[config.mk]
export PLATFORM = sky130hd
export DESIGN_NAME = mem_stage
export DESIGN_NICKNAME = d
export VERILOG_FILES = /design/src/rtl/mem_stage_pkg.sv /design/src/rtl/mem_stage_align.sv /design/src/rtl/mem_stage.sv
export SDC_FILE = /design/constraint.sdc
export NUM_CORES = 1
export LEC_CHECK = 0
export ABC_AREA = 1
export CORE_MARGIN = 3
export CORE_UTILIZATION = 30
export CTS_BUF_LIST = sky130_fd_sc_hd__clkbuf_16
export DETAILED_ROUTE_END_ITERATION = 8
export GPL_ROUTABILITY_DRIVEN = 0
export PLACE_DENSITY_LB_ADDON = 0.25
export SLEW_MARGIN = 25
export SYNTH_ARGS = -nofsm -noshare
export SYNTH_HDL_FRONTEND = slang
export SYNTH_HIERARCHICAL = 1
export SYNTH_SLANG_ARGS = --single-unit
[constraint.sdc]
create_clock -name clk -period 2.2 [get_ports clk]
set_clock_uncertainty 0.2 [all_clocks]
set_input_delay 0.33 -clock clk [delete_from_list [all_inputs] [get_ports clk]]
set_output_delay 0.33 -clock clk [all_outputs]
set_load 0.01 [all_outputs]
[src/rtl/mem_stage_pkg.sv]
// Shared definitions for the MEM stage: funct3 size codes, FSM states, byte-enable patterns.
// Also holds the alignment predicate used when misaligned accesses are trapped.
package mem_stage_pkg;

  localparam logic [2:0] F3_B  = 3'b000;
  localparam logic [2:0] F3_H  = 3'b001;
  localparam logic [2:0] F3_W  = 3'b010;
  localparam logic [2:0] F3_BU = 3'b100;
  localparam logic [2:0] F3_HU = 3'b101;

  localparam logic [3:0] BE_B = 4'b0001;
  localparam logic [3:0] BE_H = 4'b0011;
  localparam logic [3:0] BE_W = 4'b1111;

  typedef enum logic {
    ST_IDLE = 1'b0,
    ST_WAIT = 1'b1
  } state_e;

  function automatic logic is_misaligned(input logic [2:0] f3, input logic [1:0] lane);
    return ((f3[1:0] == 2'b01) && lane[0]) || ((f3[1:0] == 2'b10) && (lane != 2'b00));
  endfunction

endpackage

[src/rtl/mem_stage_align.sv]
// Combinational lane steering: store data replication / byte enables, load extract and extension.
// Low address bits only pick lanes; word accesses ignore them.
module load_store_align
  import mem_stage_pkg::*;
(
  input  logic [1:0]  i_lane,
  input  logic [2:0]  i_funct3,
  input  logic [31:0] i_store_data,
  input  logic [31:0] i_rdata,
  output logic [31:0] o_wdata,
  output logic [3:0]  o_be,
  output logic [31:0] o_load_data
);

  logic [7:0]  w_byte;
  logic [15:0] w_half;

  always_comb begin
    w_byte = 8'h00;
    case (i_lane)
      2'd0:    w_byte = i_rdata[7:0];
      2'd1:    w_byte = i_rdata[15:8];
      2'd2:    w_byte = i_rdata[23:16];
      default: w_byte = i_rdata[31:24];
    endcase
    w_half = i_lane[1] ? i_rdata[31:16] : i_rdata[15:0];
  end

  always_comb begin
    o_wdata = i_store_data;
    o_be    = BE_W;
    case (i_funct3[1:0])
      2'b00: begin
        o_wdata = {4{i_store_data[7:0]}};
        o_be    = BE_B << i_lane;
      end
      2'b01: begin
        o_wdata = {2{i_store_data[15:0]}};
        o_be    = BE_H << {i_lane[1], 1'b0};
      end
      default: begin
        o_wdata = i_store_data;
        o_be    = BE_W;
      end
    endcase
  end

  always_comb begin
    o_load_data = i_rdata;
    case (i_funct3)
      F3_B:    o_load_data = {{24{w_byte[7]}}, w_byte};
      F3_BU:   o_load_data = {24'h0, w_byte};
      F3_H:    o_load_data = {{16{w_half[15]}}, w_half};
      F3_HU:   o_load_data = {16'h0, w_half};
      default: o_load_data = i_rdata;
    endcase
  end

endmodule

[src/rtl/mem_stage.sv]
// MEM stage: issue-A loads/stores over a req/ack bus with stall and timeout, MEM/WB registers for A and B.
// Define MEM_MISALIGN_EXC_EN to trap misaligned H/W accesses instead of issuing them.
module mem_stage
  import mem_stage_pkg::*;
#(
  parameter int MAX_WAIT = 15
) (
  input  logic        clk,
  input  logic        rst,
  input  logic [31:0] ia_alu_out,
  input  logic [31:0] ia_rs2_data,
  input  logic [4:0]  ia_rd_addr,
  input  logic        ia_reg_write,
  input  logic        ia_mem_write,
  input  logic        ia_mem_read,
  input  logic [2:0]  ia_funct3,
  input  logic [31:0] ib_alu_out,
  input  logic [4:0]  ib_rd_addr,
  input  logic        ib_reg_write,
  output logic        dmem_req,
  output logic        dmem_we,
  output logic [31:0] dmem_addr,
  output logic [31:0] dmem_wdata,
  output logic [3:0]  dmem_be,
  input  logic        dmem_ack,
  input  logic [31:0] dmem_rdata,
  output logic        mem_stall,
  output logic [31:0] a_fwd_mem_data,
  output logic [31:0] b_fwd_mem_data,
  output logic [31:0] oa_wb_data,
  output logic [4:0]  oa_rd_addr,
  output logic        oa_reg_write,
  output logic [31:0] ob_wb_data,
  output logic [4:0]  ob_rd_addr,
  output logic        ob_reg_write,
  output logic        o_bus_err
);

  state_e      r_state;
  logic [7:0]  r_wait_cnt;
  logic        r_bus_err;

  logic        w_mem_op;
  logic        w_mis_err;
  logic        w_acc;
  logic        w_timeout;
  logic [31:0] w_load_data;

  load_store_align u_align (
    .i_lane       (ia_alu_out[1:0]),
    .i_funct3     (ia_funct3),
    .i_store_data (ia_rs2_data),
    .i_rdata      (dmem_rdata),
    .o_wdata      (dmem_wdata),
    .o_be         (dmem_be),
    .o_load_data  (w_load_data)
  );

  assign w_mem_op = ia_mem_read | ia_mem_write;
`ifdef MEM_MISALIGN_EXC_EN
  assign w_mis_err = w_mem_op & is_misaligned(ia_funct3, ia_alu_out[1:0]);
`else
  assign w_mis_err = 1'b0;
`endif
  assign w_acc     = w_mem_op & ~w_mis_err;
  assign w_timeout = (r_state == ST_WAIT) && (r_wait_cnt == 8'(MAX_WAIT)) && !dmem_ack;

  assign dmem_req       = (r_state == ST_IDLE) ? w_acc : 1'b1;
  assign dmem_we        = ia_mem_write;
  assign dmem_addr      = {ia_alu_out[31:2], 2'b00};
  assign mem_stall      = dmem_req & ~dmem_ack & ~w_timeout;
  assign a_fwd_mem_data = ia_alu_out;
  assign b_fwd_mem_data = ib_alu_out;
  assign o_bus_err      = r_bus_err;

  always_ff @(posedge clk) begin
    if (rst) begin
      r_state    <= ST_IDLE;
      r_wait_cnt <= 8'd0;
      r_bus_err  <= 1'b0;
    end else begin
      r_bus_err <= 1'b0;
      case (r_state)
        ST_IDLE: begin
          if (w_acc && !dmem_ack) begin
            r_state    <= ST_WAIT;
            r_wait_cnt <= 8'd1;
          end
          if (w_mis_err) r_bus_err <= 1'b1;
        end
        default: begin
          if (dmem_ack) begin
            r_state    <= ST_IDLE;
            r_wait_cnt <= 8'd0;
          end else if (w_timeout) begin
            r_state    <= ST_IDLE;
            r_wait_cnt <= 8'd0;
            r_bus_err  <= 1'b1;
          end else begin
            r_wait_cnt <= r_wait_cnt + 8'd1;
          end
        end
      endcase
    end
  end

  // A stalled edge writes a bubble: enables drop, destination and data keep their last values.
  always_ff @(posedge clk) begin
    if (rst) begin
      oa_wb_data   <= 32'd0;
      oa_rd_addr   <= 5'd0;
      oa_reg_write <= 1'b0;
      ob_wb_data   <= 32'd0;
      ob_rd_addr   <= 5'd0;
      ob_reg_write <= 1'b0;
    end else if (mem_stall) begin
      oa_reg_write <= 1'b0;
      ob_reg_write <= 1'b0;
    end else begin
      oa_wb_data   <= ia_mem_read ? w_load_data : ia_alu_out;
      oa_rd_addr   <= ia_rd_addr;
      oa_reg_write <= ia_reg_write & ~w_timeout & ~w_mis_err;
      ob_wb_data   <= ib_alu_out;
      ob_rd_addr   <= ib_rd_addr;
      ob_reg_write <= ib_reg_write & ~w_timeout;
    end
  end

endmodule

# ---- Word level (Yosys, flattened, before mapping)
# Index checks and enable logic that the tools add are counted.
dict set report word_totals {
  reg_bits 86
  in_bits 148
  output_inout_bits 212
  wordCells 53
}
dict set report classes {
  add_sub_neg 1
  n_eq_ne 7
  shifts 2
  n_mux 16
  bitwise_logic 8
  n_reduce_logical 10
}
# cell count
set op_table {}
lappend op_table {{case mux 32 bit (4 select lines)} 1}
lappend op_table {{case mux 32 bit (2 select lines)} 1}
lappend op_table {{2-to-1 mux 32 bit} 1}
lappend op_table {{2-to-1 mux 8 bit} 4}
lappend op_table {{case mux 8 bit (3 select lines)} 1}
lappend op_table {{2-to-1 mux 16 bit} 1}
lappend op_table {{adder 8 x 1 -> 8 bit, second input constant} 1}
lappend op_table {{== test 8 x 4 -> 1 bit, second input constant} 1}
lappend op_table {{case mux 4 bit (2 select lines)} 1}
lappend op_table {{== test 3 bit, second input constant} 2}
lappend op_table {{2-to-1 mux 1 bit} 6}
lappend op_table {{bitwise AND 1 bit} 4}
lappend op_table {{== test 2 x 1 -> 1 bit, second input constant} 2}
lappend op_table {{logical NOT 2 bit} 2}
lappend op_table {{left shift 1 x 2 -> 4 bit, first input constant} 1}
lappend op_table {{left shift 2 x 2 -> 4 bit, first input constant} 1}
lappend op_table {{== test 3 x 1 -> 1 bit, second input constant} 1}
lappend op_table {{logical AND 1 bit} 3}
lappend op_table {{logical NOT 3 bit} 1}
lappend op_table {{inverter 1 bit} 3}
lappend op_table {{OR reduction 3 bit} 1}
lappend op_table {{== test 2 bit, second input constant} 1}
lappend op_table {{nonzero test 2 bit} 1}
lappend op_table {{OR reduction 2 bit} 1}
lappend op_table {{other kinds (2)} 2}

# ---- Logic depth before layout (Yosys ltp)
dict set report logic_depth {
  word_depth 6
  ltp_mapped 10
  depth_no_buf 9
}

# ---- Modules after synthesis
# The synthesis kept the hierarchy.
# module instances cells_per_inst area_per_inst_um2 seq_area_each_um2
set modules_own_cells {}
lappend modules_own_cells {mem_stage 1 561 4516.8 1721.7}
lappend modules_own_cells {load_store_align 1 231 1201.2 0.0}

# ---- Least setup slack after synthesis
# Ideal clock, no wire load.
dict set report synth_timing {
  path_kind {flip-flop to output port}
  from {register r_wait_cnt[0]}
  to {output port mem_stall}
  arrival_ns 1.262
  t_required_ns 1.670
  setup_slack_ns 0.408
  path_stages_with_launch 8
  path_buffers 1
  path_cell_list {dfxtp_1 ha_1 nand3_1 inv_1 nand4_2 nand2_2 buf_2 inv_1}
}
dict set report synth_via {
  elab_chain_len 5
}
# item line
set synth_rtl {}
lappend synth_rtl {{start: declaration} mem_stage.sv:40} ;# logic [7:0] r_wait_cnt;
lappend synth_rtl {{start signal: assignment} mem_stage.sv:100} ;# r_wait_cnt <= r_wait_cnt + 8'd1;
lappend synth_rtl {{== test 8 x 4 -> 1 bit} mem_stage.sv:66} ;# assign w_timeout = (r_state == ST_WAIT) && (r_wait_cnt == 8'(MAX_WAIT)) && !dmem_ack;
lappend synth_rtl {{logical AND 1 bit (2 in series)} mem_stage.sv:66}
lappend synth_rtl {{inverter 1 bit} mem_stage.sv:71} ;# assign mem_stall = dmem_req & ~dmem_ack & ~w_timeout;
lappend synth_rtl {{bitwise AND 1 bit} mem_stage.sv:71}
lappend synth_rtl {{end: declaration} mem_stage.sv:27} ;# output logic mem_stall,
# Every way passes these cells.

# ---- Final worst setup path
dict set report layout_timing {
  from {input port ia_funct3[1]}
  to {output port dmem_wdata[16]}
}
dict set report layout_via {
  elab_chain_len 2
  elab_cells_between_ends 3
  cone_classes {eq/ne (1); mux (1); reduce/logical (1)}
}
# item line
set layout_rtl {}
lappend layout_rtl {{start: declaration} mem_stage.sv:16} ;# input logic [2:0] ia_funct3,
lappend layout_rtl {{== test 2 x 1 -> 1 bit or logical NOT 2 bit (tied branches)} mem_stage_align.sv:32} ;# case (i_funct3[1:0])
lappend layout_rtl {{case mux 32 bit (2 select lines) (*)} mem_stage_align.sv:32}
lappend layout_rtl {{end: declaration} mem_stage.sv:23} ;# output logic [31:0] dmem_wdata,
# Mark *: on every way between the ends. The rest lies on a longest branch, timed or not.

==> results.md <==
* Num CTS Buffers at 9
* Post-route ant nets at 0
* Largest family of logic cells by synthesized area: simple AND/OR/NAND/NOR gates
* HP Class: flop to flop
* Placed inst area at 0.00899 mm2
* Wire per inst at 17.5 um
* Mapped Area at around 0.0057 mm2
* Minimum clock period at 2.17 ns
* Post-synth ARST share at 0%
* WP data arrival at 1.64 ns
* First-pass GRT wire length at 33.1 mm
* Initial antenna violation count at 0
* Area growth syn-to-layout at 65.0%
* Gr usage total at between 20% and 30%
* Critical path type: primary input to output pin
* Core area at between 0.015 and 0.02 mm2
* Die H at 144 um
* Hold Vio Cnt, Final at 0
* Top Usage Layer GRT: met2
* Number of global-route vias before repair at roughly 6000
* Layout cell share with drive strength beyond 1 at 13.5%
* Site row count at 49
* Pre-antenna DRT Iters at 5
* Max clock buf depth at 2
* Max Slew Vio Count at 0
* Max VDD drop at approximately 0.45 mV
* Post-route DRC violation count at 0
* Root buffer cell: clkbuf_16
* Top FF cell, synth: dfxtp_1
* Met1 Usage GRT at between 20% and 30%
* Met2 usage at 34.3%
* Simple-Gate Fraction of Synth Area at 38.1%
* Worst Setup End Kind: output pin
* Hold-critical path depth at 2
* IO buf count at 357
* Htree depth at 3
* Xor/xnor share of the synthesized area at 0%
* Met3 Use GR at 5.82%
* Design area at 0.00944 mm2
* Worst hold margin at 0.271 ns
* Starting density of the core at between 30% and 40%
* CTS clk-pin slew, worst paths at 0.06 ns
* Leak at 0.00422 uW
* Chip width at around 140 um
* Synth Warn # at 6
* GRT Residual Overflow at 0
* Post-synth EDFFs at 0
* Pwr dens at between 500 and 600 mW/mm2
* Synthesized flop and latch total at 86
* Largest net degree at the start of global routing at 63
* Die ar. at 0.0208 mm2
* Synth cell types at 33
* CTS tree: built
* Nets at 1209
* Yosys top cell by area: dfxtp_1
* Synthesized area per cell at 7.22 um2
* R2R cell count at 9
* Post-cts hold buffer count at 0
* Fmax at 0.462 GHz
* Synth area leaders: dfxtp_1 (30%), buf_4 (15%), nand2_1 (13%), nand3_1 (11%), nand4_1 (9.0%)
* Post-Synthesis Cells at 792
* Status: finished clean
* Diode count at 0
* IO Pins at 360
* Synth Area in Compound Gates at between 3 and 4%
* DRT iter0 DRCs at 320
* Number of vias per cell at between 4 and 5
* Critical Path RT at around 1.7 ns
* Synth top area share at 30.1%
* Final wirelength at around 23 mm
* Total clock sinks at 86
* Detail Placement HPWL at about 17 mm
* Design Power at 5000 uW
* Sequential area share after synthesis at 30.1%
* Peak fanout along the critical path at 10
* DR vias at approximately 6300
* Period utilization at roughly 100%
* Clock latency on the worst-skew pair at about 0.34 ns
* Multiplexer share of the synthesized area at approximately 6.3%
* Adder-cell share of the synthesized area at 0.219%
* Max Cap Violations at 0
* Final setup viols at 0
* Setup crit start kind: primary input
==> Yosys cell counts (2+ instances only) <==
| cell type | count |
|---|---|
| a21oi_1 | 6 |
| buf_2 | 14 |
| buf_4 | 113 |
| buf_6 | 5 |
| clkbuf_1 | 27 |
| dfxtp_1 | 86 |
| inv_1 | 36 |
| inv_2 | 3 |
| inv_4 | 2 |
| mux2_2 | 32 |
| nand2_1 | 198 |
| nand2_4 | 2 |
| nand3_1 | 120 |
| nand3_2 | 9 |
| nand3_4 | 2 |
| nand4_1 | 82 |
| nor2_1 | 15 |
| nor2_4 | 5 |
| o211ai_1 | 4 |
| o21ai_0 | 11 |
| o22ai_1 | 7 |
| or2_2 | 2 |
==> registers in the layout, indices dropped and copies added (netlist names) <==
signal,count
o_bus_err,1
r_wait_cnt,8
ob_rd_addr,5
oa_reg_write,1
ob_wb_data,32
r_state,1
ob_reg_write,1
oa_wb_data,32
oa_rd_addr,5
==> kinds of logic after synthesis <==
logic type | after synthesis
other cells | 1
mux | 32
compound gates | 31
flops | 86
fa+ha+maj | 1
buf+inv | 202
simple gates | 439
==> final timing paths <==
path                               start                           to  slack [ns]
max reg2reg   r_wait_cnt[1]$_SDFFE_PP0P_   oa_wb_data[1]$_SDFFE_PP0N_        0.19
max                         ia_funct3[1]               dmem_wdata[16]        0.03
min reg2reg  oa_wb_data[29]$_SDFFE_PP0N_  oa_wb_data[29]$_SDFFE_PP0N_        0.27
min          oa_wb_data[29]$_SDFFE_PP0N_  oa_wb_data[29]$_SDFFE_PP0N_        0.27
==> cell usage in the layout (no fill, tap or decap), types with 2 or more instances in the layout <==
cell / instances
dlygate4sd2_1: 17
nand3_2: 11
clkbuf_16: 11
buf_4: 42
nor2_4: 5
dfxtp_1: 86
clkdlybuf4s50_1: 325
buf_12: 12
clkbuf_2: 6
clkinv_1: 3
nand2_1: 198
clkdlybuf4s15_1: 6
nor2_1: 15
inv_4: 3
o22ai_1: 7
buf_6: 3
bufinv_16: 3
a21oi_1: 6
o211ai_1: 4
nand3_4: 2
inv_2: 4
o21ai_0: 11
nand4_1: 82
inv_1: 36
nand3_1: 118
mux2_2: 32
conb_1: 2
or2_2: 2
==> timing repair <==
item / in CTS / in global routing
buffers inserted: 3 / 3
resized for setup: 34 / 24
endpoints found under the setup margin: 31 / 21
pin swaps: 2 / 0
gates cloned: 0 / 2
==> metal layers <==
layer / vias up / wire (um)
li1: 3134 / -
met1: 2879 / 9680
met2: 254 / 10800
met3: 21 / 1800
met4: 0 / 367
met5: - / 0
==> critical path, stage by stage <==
cell and delay [ns]:
clkdlybuf4s50_1 0.47, buf_6 0.14, buf_4 0.12, clkbuf_16 0.14, nand2_1 0.06, nand2_1 0.07
dlygate4sd2_1 0.28
==> power by group <==
part / switching [uW] / internal [uW] / leakage (uW)
combinational: 705 / 870 / 0.00334
clock: 618 / 1090 / 0.000167
sequential: 53.5 / 1660 / 0.000709
total: 1380 / 3630 / 0.00422
==> metrics by stage <==
stage	std cells	setup WS, ns	TNS (ns)	utilization, %
global route	1294	-0.00725	-0.00725	51.5
global placement	1270	-0.282	-12.85	49.1
floorplan	793	0.408	0	-
detailed placement	1270	-0.301	-13.10	49.1
finish	1294	0.0339	0	51.5
CTS	1289	0.00219	0	51.0
==> layout make-up <==
| class | count | area, um2 |
|---|---|---|
| fill | 1762 | 8890 |
| timing repair buffer | 416 | 4160 |
| multi-input combinational | 505 | 2780 |
| sequential | 86 | 1720 |
| tap | 229 | 287 |
| clock buffer | 9 | 225 |
| inverter | 42 | 165 |
| clock inverter | 7 | 105 |
Note: power is estimated with default switching activity, not from simulation.
